==> src/rtl/fetch_stage.sv <==
// Instruction-fetch stage with the F/D pipeline register.
// Owns the PC, runs a req/ack fetch handshake, buffers one word while
// decode is stalled and applies branch/jump redirects (with a kill of an
// in-flight fetch when the redirect arrives mid-request).
//
// Handshake: IMEM_REQ rises with IMEM_ADDR and both stay constant until the
// cycle IMEM_ACK is seen high with IMEM_REQ=1; IMEM_DATA is consumed in that
// same cycle. IMEM_ACK is ignored while IMEM_REQ=0.
module fetch_stage #(
   parameter logic [31:0] RESET_VEC = 32'h0000_0000,
   parameter logic [31:0] NOP_INSTR = 32'h0000_0013
) (
   input  logic        CLK,
   input  logic        RST,
   input  logic        STALL,
   input  logic        FLUSH,
   input  logic [31:0] D_TARGET,
   input  logic        BR_TAKEN,
   input  logic [31:0] BR_TARGET,
   output logic        IMEM_REQ,
   output logic [31:0] IMEM_ADDR,
   input  logic        IMEM_ACK,
   input  logic [31:0] IMEM_DATA,
   output logic [31:0] D_IR,
   output logic [31:0] D_PC,
   output logic [31:0] D_PC4,
   output logic        D_VALID,
   output logic        FETCH_BUSY
);

   typedef enum logic [1:0] {
      S_IDLE = 2'd0,
      S_REQ  = 2'd1,
      S_HOLD = 2'd2
   } state_t;

   state_t      state_q;
   logic [31:0] pc_q;
   logic [31:0] pend_q;
   logic [31:0] buf_q;
   logic        kill_q;
   logic [31:0] d_ir_q;
   logic [31:0] d_pc_q;
   logic        d_valid_q;

   logic        redirect;
   logic [31:0] redir_tgt;
   logic        outstanding;
   logic [31:0] pc_plus4;

   // Older instruction (branch in execute) beats the jump in decode.
   assign redirect    = BR_TAKEN | FLUSH;
   assign redir_tgt   = (BR_TAKEN ? BR_TARGET : D_TARGET) & 32'hFFFF_FFFC;
   // A request is in flight and its data has not come back this cycle.
   assign outstanding = (state_q == S_REQ) && !IMEM_ACK;
   assign pc_plus4    = pc_q + 32'd4;

   // Fetch FSM, PC, kill/pending-target, one-word buffer and F/D register.
   always_ff @(posedge CLK) begin
      if (RST) begin
         state_q   <= S_IDLE;
         pc_q      <= RESET_VEC & 32'hFFFF_FFFC;
         pend_q    <= 32'd0;
         buf_q     <= 32'd0;
         kill_q    <= 1'b0;
         d_ir_q    <= NOP_INSTR;
         d_pc_q    <= 32'd0;
         d_valid_q <= 1'b0;
      end else if (redirect) begin
         // Bubble F/D, drop any buffered word and go fetch the target.
         state_q   <= S_REQ;
         d_ir_q    <= NOP_INSTR;
         d_valid_q <= 1'b0;
         if (outstanding) begin
            // Keep the old address on the bus until memory answers it.
            kill_q <= 1'b1;
            pend_q <= redir_tgt;
         end else begin
            kill_q <= 1'b0;
            pc_q   <= redir_tgt;
         end
      end else begin
         case (state_q)
            S_IDLE: begin
               state_q <= S_REQ;
            end
            S_REQ: begin
               if (IMEM_ACK) begin
                  if (kill_q) begin
                     // Word belongs to the wrong path: drop it.
                     kill_q <= 1'b0;
                     pc_q   <= pend_q;
                  end else if (STALL) begin
                     buf_q   <= IMEM_DATA;
                     state_q <= S_HOLD;
                  end else begin
                     d_ir_q    <= IMEM_DATA;
                     d_pc_q    <= pc_q;
                     d_valid_q <= 1'b1;
                     pc_q      <= pc_plus4;
                  end
               end else if (!STALL) begin
                  d_ir_q    <= NOP_INSTR;
                  d_valid_q <= 1'b0;
               end
            end
            S_HOLD: begin
               if (!STALL) begin
                  d_ir_q    <= buf_q;
                  d_pc_q    <= pc_q;
                  d_valid_q <= 1'b1;
                  pc_q      <= pc_plus4;
                  state_q   <= S_REQ;
               end
            end
            default: begin
               state_q <= S_IDLE;
            end
         endcase
      end
   end

   assign IMEM_REQ   = (state_q == S_REQ);
   assign IMEM_ADDR  = pc_q;
   assign D_IR       = d_ir_q;
   assign D_PC       = d_pc_q;
   assign D_PC4      = d_pc_q + 32'd4;
   assign D_VALID    = d_valid_q;
   assign FETCH_BUSY = (state_q == S_IDLE) || ((state_q == S_REQ) && !IMEM_ACK);

endmodule

==> config.mk <==
export PLATFORM = sky130hd
export DESIGN_NAME = fetch_stage
export DESIGN_NICKNAME = d
export VERILOG_FILES = /design/src/rtl/fetch_stage.sv
export SDC_FILE = /design/constraint.sdc
export NUM_CORES = 1
export LEC_CHECK = 0
export CORE_AREA = 4 4 145 147
export CTS_CLUSTER_DIAMETER = 120
export DETAILED_ROUTE_END_ITERATION = 10
export DIE_AREA = 0 0 149 151
export GPL_TIMING_DRIVEN = 1
export PLACE_DENSITY = 0.77
export RECOVER_POWER = 25
export SYNTH_ARGS = -nofsm -noshare
export SYNTH_HDL_FRONTEND = slang
export SYNTH_SLANG_ARGS = --single-unit
==> constraint.sdc <==
create_clock -name CLK -period 1.9 [get_ports CLK]
set_input_delay 0.38 -clock CLK [delete_from_list [all_inputs] [get_ports CLK]]
set_output_delay 0.38 -clock CLK [all_outputs]
set_load 0.05 [all_outputs]
==> metrics.sh, run 1 <==
OUTCOME='finished with violations'
FAILING_CHECKS='setup timing'
SYN_AVG_CELL_AREA_SQ_UM=7.61
DIE_FOOTPRINT_SQ_UM=22500
CLOCK_TREE_FROM_TRITONCTS='built'
SYNTH-SEQ-CELLS=158
GR-USAGE-MET2_PCT=40.6
TIMING.FINAL.CRIT_PERIOD_NS=2.47
WORSTPATHBUFFERINVERTERCOUNT=3
LAYOUT_SETUP_WS_NS=-0.566
GRTUSAGEMET3_PCT=4.94
GRT_START_MAX_NET_PINS=128
CTS-ROOT-BUF='clkbuf_16'
FINALSETUPVIOLATIONS=29
FINAL_COMMON_CELL='nand2_1'
DETAIL_ROUTE.WIRELENGTH_MICRONS=30400
NUM-FILL-CELLS=1607
P_PER_AREA_nW_PER_UM2=651
TRITONCTS.NUM_BUFFERS=17
GLOBALROUTEOVERFLOWTOTAL=0
GRT_PASS1_WL_MICRONS=46300
WORST_SLEW_PIN_SLEW_NS=0.747
SYNTHESIS_WARNING_TOTAL=0
MAX_STAGE_DELAY_NS=0.34
CRIT_PATH_MAX_FANOUT=4
GLOBAL_ROUTE_LAYER_WITH_THE_GREATEST_USAGE='met2'
SYNTHCELLS=1117
PERIOD_SHARE_PCT=130
DIE_H_MICRONS=151
CRIT_PATH_START_KIND='flip-flop'
FRACTION_OF_FINAL_LAYOUT_CELLS_WITH_DRIVE_STRENGTH_GREATER_THAN_1_PCT=30.0
AREAGROWTHSYNTHTOFINISH_PCT=59.5
YOSYSTOPAREACELL='dfxtp_1'
WORST_PATH_MOST_REPEATED_CELL='nand4_1'
DRT-VIAS-PER-INSTANCE=5.65
SKEW_NS=0.00790
FINISH.NET_COUNT=1530
CELL_FAMILY_WITH_THE_LARGEST_SHARE_OF_CRITICAL_PATH_DELAY='simple AND/OR/NAND/NOR gates'
FIRSTDRTPASSITERS=5
CP-END-KIND='output port'
TIMING.CRITICAL_PATH.REQUIRED_NS=1.52
CRITICAL-PATH-SLOWEST-CELL='dfxtp_4'
ASYNC_RESET_FF_SHARE_PCT=0
REMAINING_DRC_ERRORS=0
WORST_EP_ARRIVAL_TIME_NS=2.09
FIN_SETUP_TNS_NS=-10.02
CTS.SINK_COUNT=158
DR_TOTAL_VIAS=9634
FIRST_GLOBAL_VIAS=8822
SYNTH-MAIN-FF-CELL='dfxtp_1'
CLK_PATH_BUF_DEPTH=2
YOSYSUNIQUECELLTYPES=74
CLK_PIN_SLEW_NS=0.06
GRT_ANTENNA_BEFORE_REPAIR=0
CORE_AREA_SQ_UM=19900
DESIGN.PORTCOUNT=233
GPL.FINAL_WEIGHTED_CONGESTION=0.885
DRT.ANTENNA.VIOLATING_NETS=0
PORT-BUFFER-COUNT=222
REGAREA_SQ_UM=3270
SYNTH.CELL_AREA_SQ_UM=8500
FLOORPLAN.INITIALDENSITY_PCT=42.7
WORST_IR_DROP_ON_VDD_V=0.000613
UNREPAIRED_SETUP_ENDPOINTS_AFTER_GLOBAL_ROUTING='true'
DIE_W_MICRONS=149
ANTENNA-DIODE-COUNT=0
ROWS=52
SYNTH_TOP_CELL_AREA_SHARE_PCT=37.2
DETAIL_ROUTE.WL_PER_CELL_MICRONS=17.8
GRT_UTIL_MET1_PCT=34.8
REPORT.FINAL.HOLD_VIOL_COUNT=0
TOTAL_AREA_OF_MULTI_INPUT_COMBINATIONAL_CELLS_SQ_UM=5770
FMAXACHIEVABLE_GHz=0.406
PLACE_HPWL_MICRONS=21000
CRIT_PATH_CELL_TRACE='nand4_1, buf_6, nor4_4, buf_4, nand4_1, xnor2_4, buf_12'
MAXSLEWHEADROOM_PCT=50.2
MOST-COMMON-LAYOUT-CELLS='204 x nand2_1, 137 x buf_4, 119 x nor2_1'
TIMING_WORST_SETUP_PATH_TYPE='flip-flop to output port'
GRT_USAGE_PCT=25.3
TIMING.MAX_CAP.VIOLATIONS=0
SYNTH_ENABLE_FLOP_CELLS=0
P_LEAK_nW=5.46
CLOCK_TREE.HTREE_LEVEL_COUNT=4
POST_SYNTH_MAIN_AREA_CONTRIBUTORS='dfxtp_1 37%, nand2_1 9.4%, nor2_1 5.7%'
POSTLAYOUTCOREUTIL_PCT=68.1
INITIALDRTVIOLATIONCOUNT=733
YS_SEQ_AREA_SHARE_PCT=37.2
CLOCK_INSERTION_DELAY_AT_THE_LATER_PIN_OF_THE_SKEW_REPORT_NS=0.42
WORST_MIN_PATH_CLASS='flip-flop to flip-flop'
MAXSLEWVIOLCOUNT=0
CTS_HOLD_BUF=0
==> power breakdown <==
group | total, mW | internal [mW] | switching (mW)
clock | 3.23 | 1.77 | 1.46
combinational | 2.01 | 0.812 | 1.20
sequential | 3.59 | 3.44 | 0.151
==> final cells by class <==
type | count | area share [%]
Sequential cell | 158 | 24.1
Timing Repair Buffer | 375 | 26.3
Tap cell | 270 | 2.49
Inverter | 18 | 0.517
Clock inverter | 13 | 0.784
Clock buffer | 18 | 3.32
Multi-Input combinational cell | 852 | 42.5
==> worst min-delay path, stage by stage (launching register included) <==
cell and delay (ns):
dfxtp_1 0.31, nand2_1 0.05, a21oi_1 0.05
==> repair_timing <==
item,in CTS,in global routing
hold endpoints to repair,0,0
buffers inserted,4,10
endpoints found under the setup margin,57,77
pin swaps,33,44
cloned,1,3
gates resized for setup,71,56
==> cell families (layout without fill, tap and decap cells) <==
family          after synthesis  after routing  share of synthesized area, %
simple gates                510            512                          27.7
compound gates              268            268                          21.3
flops                       158            158                          37.2
buf+inv                     114            424                          6.37
xor+xnor                     40             40                          4.12
mux                          20             20                          2.35
fa+ha+maj                     6              6                         0.883
other cells                   1              6                        0.0441
==> cell usage after synthesis, drive strengths merged, types with 8 or more instances <==
library cell / instances
a211oi: 60
a21oi: 88
a221oi: 13
a22oi: 10
a311oi: 14
a31oi: 8
and3: 10
buf: 31
clkbuf: 65
dfxtp: 158
inv: 18
mux2i: 20
nand2: 214
nand2b: 9
nand3: 27
nand4: 22
nor2: 129
nor2b: 16
nor3: 47
nor4: 8
o21ai: 29
o311ai: 8
xnor2: 32
xor2: 8
==> metrics by stage <==
step / worst slack, ns / hold WS (ns) / instances / cell area [sq um] / total power, mW
2_1_floorplan: -0.342 / 0.436 / 1122 / 9160 / 4.76
3_3_place_gp: -0.391 / 0.442 / 1657 / 12600 / 5.56
3_5_place_dp: -0.415 / 0.448 / 1657 / 12600 / 5.59
4_1_cts: -0.542 / 0.457 / 1692 / 13300 / 8.81
5_1_grt: -0.685 / 0.470 / 1704 / 13600 / 9.17
6_report: -0.566 / 0.455 / 1704 / 13600 / 8.83
==> flip-flops by register name (all words and copies together), names as in the netlist <==
register   flops
D_IR          32
buf_q         32
D_PC          30
IMEM_ADDR     30
pend_q        30
state_q        2
D_VALID        1
kill_q         1
==> worst paths after layout <==
kind / startpoint / end / slack, ns / cells past startpoint
setup / recovery: D_PC[7]$_SDFFE_PP0P_ / D_PC4[22] / -0.57 / 7
hold / removal: buf_q[28]$_SDFFE_PP0P_ / buf_q[28]$_SDFFE_PP0P_ / 0.46 / 2
setup reg to reg: IMEM_ADDR[11]$_SDFFE_PP0P_ / IMEM_ADDR[16]$_SDFFE_PP0P_ / -0.07 / 7
hold reg to reg: buf_q[28]$_SDFFE_PP0P_ / buf_q[28]$_SDFFE_PP0P_ / 0.46 / 2
==> layer usage <==
layer,wire (microns),vias up
li1,-,4580
met4,743,0
met5,0,-
met2,14100,512
met1,12800,4479
met3,2730,63
Power figures use the tool's default switching activity.
==> run 2, diff against run 1 <==
- SLEW_MARGIN: default -> 0
==> results of run 2 <==
Same layout as run 1: the final DEF is identical, and so are final timing and power.
==> variant 1: new RTL, config.mk and constraints of run 1 <==
Re-encode `state_t` (3 states) as one-hot, 3 bits wide.
--- a/src/rtl/fetch_stage.sv
+++ b/src/rtl/fetch_stage.sv
@@ -29,8 +29,8 @@
 );
 
-   typedef enum logic [1:0] {
-      S_IDLE = 2'd0,
-      S_REQ  = 2'd1,
-      S_HOLD = 2'd2
+   typedef enum logic [2:0] {
+      S_IDLE = 3'b001,
+      S_REQ  = 3'b010,
+      S_HOLD = 3'b100
    } state_t;
 
Formal check against the unedited RTL: same outputs for any inputs over 4 cycles, from zero or initial values and one cycle with RST high; so few cycles prove little.
==> variant 1 against run 1 <==
- the run still ends with setup timing left
- power fell by 0.53%
- combinational power shrank 14%
- final area up 2.7%
- maximum frequency shrank 6.9%
- highest routed layer unchanged
- routed wire length increased by 7.6%
- critical path depth is 1 higher
- sequential cell count up 1
- sequential share of layout area down 0.24 points
- synthesized area shrank 1.4%
- setup slack lost 0.18 ns
- first-iteration DRC count rose by 36%
==> variant 1: results (changes against run 1) <==
** Status
- Run status :: finished, violations left
- The checks that failed: setup timing.

** Layout
- The layout net count is 1489 (-2.7%).
- The final instance count without filler cells came to 1671 (-1.9%).
- Share of layout cells above drive strength 1 :: 32.3% (+2.3 points)
- Fill cell count :: 1534 (-4.5%)

** STA
- Count of final setup violators :: 60 (+110%)
- The setup TNS after final layout came to -15.62 ns (-5.60 ns).
- The worst setup margin is -0.749 ns (-0.182 ns).
- The max-slew headroom at the worst pin is 56.4% (+6.2 points).
- The clock skew came to 0.0106 ns (+0.00268 ns).

** Pwr
- The worst voltage drop across the vdd grid was 0.567 mV (-7.6%).
- The power dissipated in combinational cells is 1.72 mW (-14%).
- Standby leakage power :: 5.72 nW (+4.7%)
- The clock-net power is 3.54 mW (+9.6%).
- Internal power of the cells :: 6.09 mW (+1.3%)

** Drt
- The total detailed-routing wirelength was 32700 um (+7.6%).
- The wire length on met1 is 12800 um (-0.16%).
- Drt pass-1 iters :: 6 (+1)
- The total length of routed met2 wires came to 16500 um (+17%).
- The detail-routed via count per cell was 5.76 (+1.8%).

** Critical path
- The top fanout value on the critical path came to 7 (+3).
- The critical path arrival came to 2.27 ns (+0.18 ns).

** Logic synthesis
- Count of different cell masters after synthesis :: 72 (-2.7%)
- Mux share of post-synthesis cell area :: 5.99% (+3.6 points)
- The post-synthesis compound-gate area fraction was 20.5% (-0.80 points).
- Top post-synthesis cells by count :: sky130_fd_sc_hd__dfxtp_1 (159), sky130_fd_sc_hd__nand2_1 (144), sky130_fd_sc_hd__nor2_1 (126)
- The sequential-to-total area share from yosys stat is 38.0% (+0.77 points).
- XOR/XNOR share of the synthesized area :: 3.66% (-0.46 points)
- The synthesized instance count is 1057 (-5.4%).

** Place
- The post-detailed-placement half-perimeter wirelength is 21500 um (+2.0%).
- # placed instances :: 1593 (-3.9%)
- The cell area after placement was 12400 um^2 (-1.5%).

** Global routing
- The fraction of met3 tracks used by global routing came to 4.79% (-0.15 points).
- The met2 usage is 44.3% (+3.7 points).
- Pin count of the biggest net entering global routing :: 42 (-67%)
- Fraction of met1 tracks used by global routing :: 33.9% (-0.94 points)
- Total track usage :: 26.2% (+0.89 points)
- Antenna violations before repair :: 3 (+3)
- The first-pass GRT wire length was 47500 um (+2.7%).

** Clock tree
- CTS buffer count :: 17 (unchanged)
## variant 1: worst register-to-register path: cells and delay by family (launching register included)
family	cells	cell delay [ns]
buffers and inverters	4	0.60
AOI/OAI and AO/OA	1	0.41
and+or+nand+nor	3	0.37
DFF	1	0.32
muxes	1	0.18
## variant 1: layout make-up
class	count	area, um^2	share of cell area (%)
Tap cell	270	338	2.42
Multi-Input combinational cell	784	5630	40.4
Antenna cell	3	7.51	0.0539
Sequential cell	159	3330	23.9
Timing Repair Buffer	403	3950	28.3
Clock inverter	14	158	1.13
Inverter	20	75.1	0.539
Clock buffer	18	450	3.23
## variant 1: logic make-up (layout without fill, tap and decap cells)
family | count (synthesis) | count (layout)
muxes | 50 | 50
adders and majority gates | 2 | 2
DFF | 159 | 159
other | 1 | 9
and+or+nand+nor | 445 | 445
AOI/OAI and AO/OA | 246 | 246
buffers and inverters | 119 | 455
xor gates and xnor gates | 35 | 35
## variant 1: metrics by stage
step / setup WS [ns] / total power [mW]
3_3_place_gp: -0.343 / 5.16
5_1_grt: -0.840 / 9.07
2_1_floorplan: -0.347 / 4.48
4_1_cts: -0.708 / 8.67
3_5_place_dp: -0.450 / 5.17
6_report: -0.749 / 8.79
## variant 1: final timing paths
kind                   start         end  slack, ns  cells after the start
setup / recovery    D_PC[11]   D_PC4[26]      -0.75                      8
hold / removal           RST  pend_q[18]       0.24                      2
setup reg to reg  state_q[0]    D_PC[22]      -0.11                      9
hold reg to reg    buf_q[23]   buf_q[23]       0.46                      2
## variant 1: repair_timing
item,4_1_cts,5_1_grt
endpoints found under the hold margin,0,0
gates cloned,0,7
endpoints found under the setup margin,71,144
buffers inserted,9,31
pin swaps,12,50
resized for setup,74,81
hold buffers,0,0
==> variant 2: new RTL, settings of run 1 <==
Made on the original files. Change the parameter `NOP_INSTR` from 32'h0000_0013 to 32'h00000009.
--- a/src/rtl/fetch_stage.sv
+++ b/src/rtl/fetch_stage.sv
@@ -9,5 +9,5 @@
 module fetch_stage #(
    parameter logic [31:0] RESET_VEC = 32'h0000_0000,
-   parameter logic [31:0] NOP_INSTR = 32'h0000_0013
+   parameter logic [31:0] NOP_INSTR = 32'h00000009
 ) (
    input  logic        CLK,
Behaviour: not the same (a bounded check fails within 4 cycles, from zero or initial values and one cycle with RST high).
==> variant 2 against run 1 <==
- the flow still finishes with violations (setup timing)
- synthesized area about the same
- sequential share of layout area down 1.3 points
- via count up 3.1%
- final area up 5.8%
- routed wire length up 9.5%
- sequential cell count unchanged
- power up 7.3%
- critical endpoint is now D_PC4[24]
- setup slack worse by 0.012 ns
- register-to-register slack worse by 0.09 ns
- final cell count up 1.9%
==> variant 2: results (changes against run 1) <==
** Status
- The flow ran to the end, but the final reports show violations.
- Violations in the final reports :: setup timing

** Layout
- # clk buffers :: 19 (+1)
- Non-clock buffering overhead :: 27.8% (+1.5 points)
- Finished Layout Cells :: 1737 (+1.9%)
- Sequential cell area share :: 22.8% (-1.3 points)
- Number of ordinary inverters in the final layout :: 17 (-1)
- The post-route core utilization is 72.1% (+4.0 points).
- Clock network area share :: 4.38% (+0.27 points)
- Total number of multi-input combinational cells :: 854 (+0.23%)

** Global routing
- First-pass GRT wire length :: 47200 um (+2.0%)
- Total track usage :: 26.0% (+0.72 points)

** Pwr
- Maximum vdd ir drop :: 0.697 mV (+14%)

** Place
- The post-detailed-placement half-perimeter wirelength was 21500 um (+2.2%).
- The final weighted congestion of routability-driven global placement came to 0.907 (+2.4%).
- The cell area after placement was 12600 um^2 (+0.33%).

** Clock tree
- Later-pin clock latency in the skew report :: 0.44 ns (+0.02 ns)

** Critical path
- End point of the critical path :: D_PC4[24]
- Crit path largest cell delay :: 0.38 ns (+0.04 ns)
- In this run the critical register-to-register path is launched from state_q[0].
- Length in cells of the worst reg-to-reg path :: 9 (+2)

** Logic synthesis
- Post-synthesis sequential area ratio :: 37.2% (about the same)

** STA
- The setup TNS after final layout is -11.86 ns (-1.84 ns).
- The worst setup margin is -0.578 ns (-0.0123 ns).
- Count of final setup violators :: 45 (+55%)

** Drt
- The detail-routed via count per cell came to 5.72 (+1.2%).
- Starting DRC count in detailed routing :: 872 (+19%)
variant 2: report_power, final:
group          leakage, nW  internal [mW]  switching, mW
Sequential            1.31           3.44          0.147
Combinational         4.17          0.939           1.31
Clock                0.312           2.11           1.54
variant 2: kinds of logic (layout without fill, tap and decap cells):
group | after synthesis | in the layout | synth area share (%)
AND/OR/NAND/NOR | 513 | 515 | 27.8
AO/OA/AOI/OAI | 267 | 267 | 21.2
flip-flops | 158 | 158 | 37.2
buffers and inverters | 113 | 455 | 6.33
XOR/XNOR | 40 | 40 | 4.12
multiplexers | 20 | 20 | 2.35
adder cells (fa/ha/maj) | 6 | 6 | 0.883
other | 1 | 6 | 0.0441
variant 2: routing by layer:
metal / track usage (%) / vias up / wire length, um
met5: 0 / - / 0
met4: 10.5 / 0 / 1250
met3: 5.24 / 114 / 2910
met2: 41.3 / 558 / 15800
met1: 34.8 / 4630 / 13300
li1: - / 4634 / -
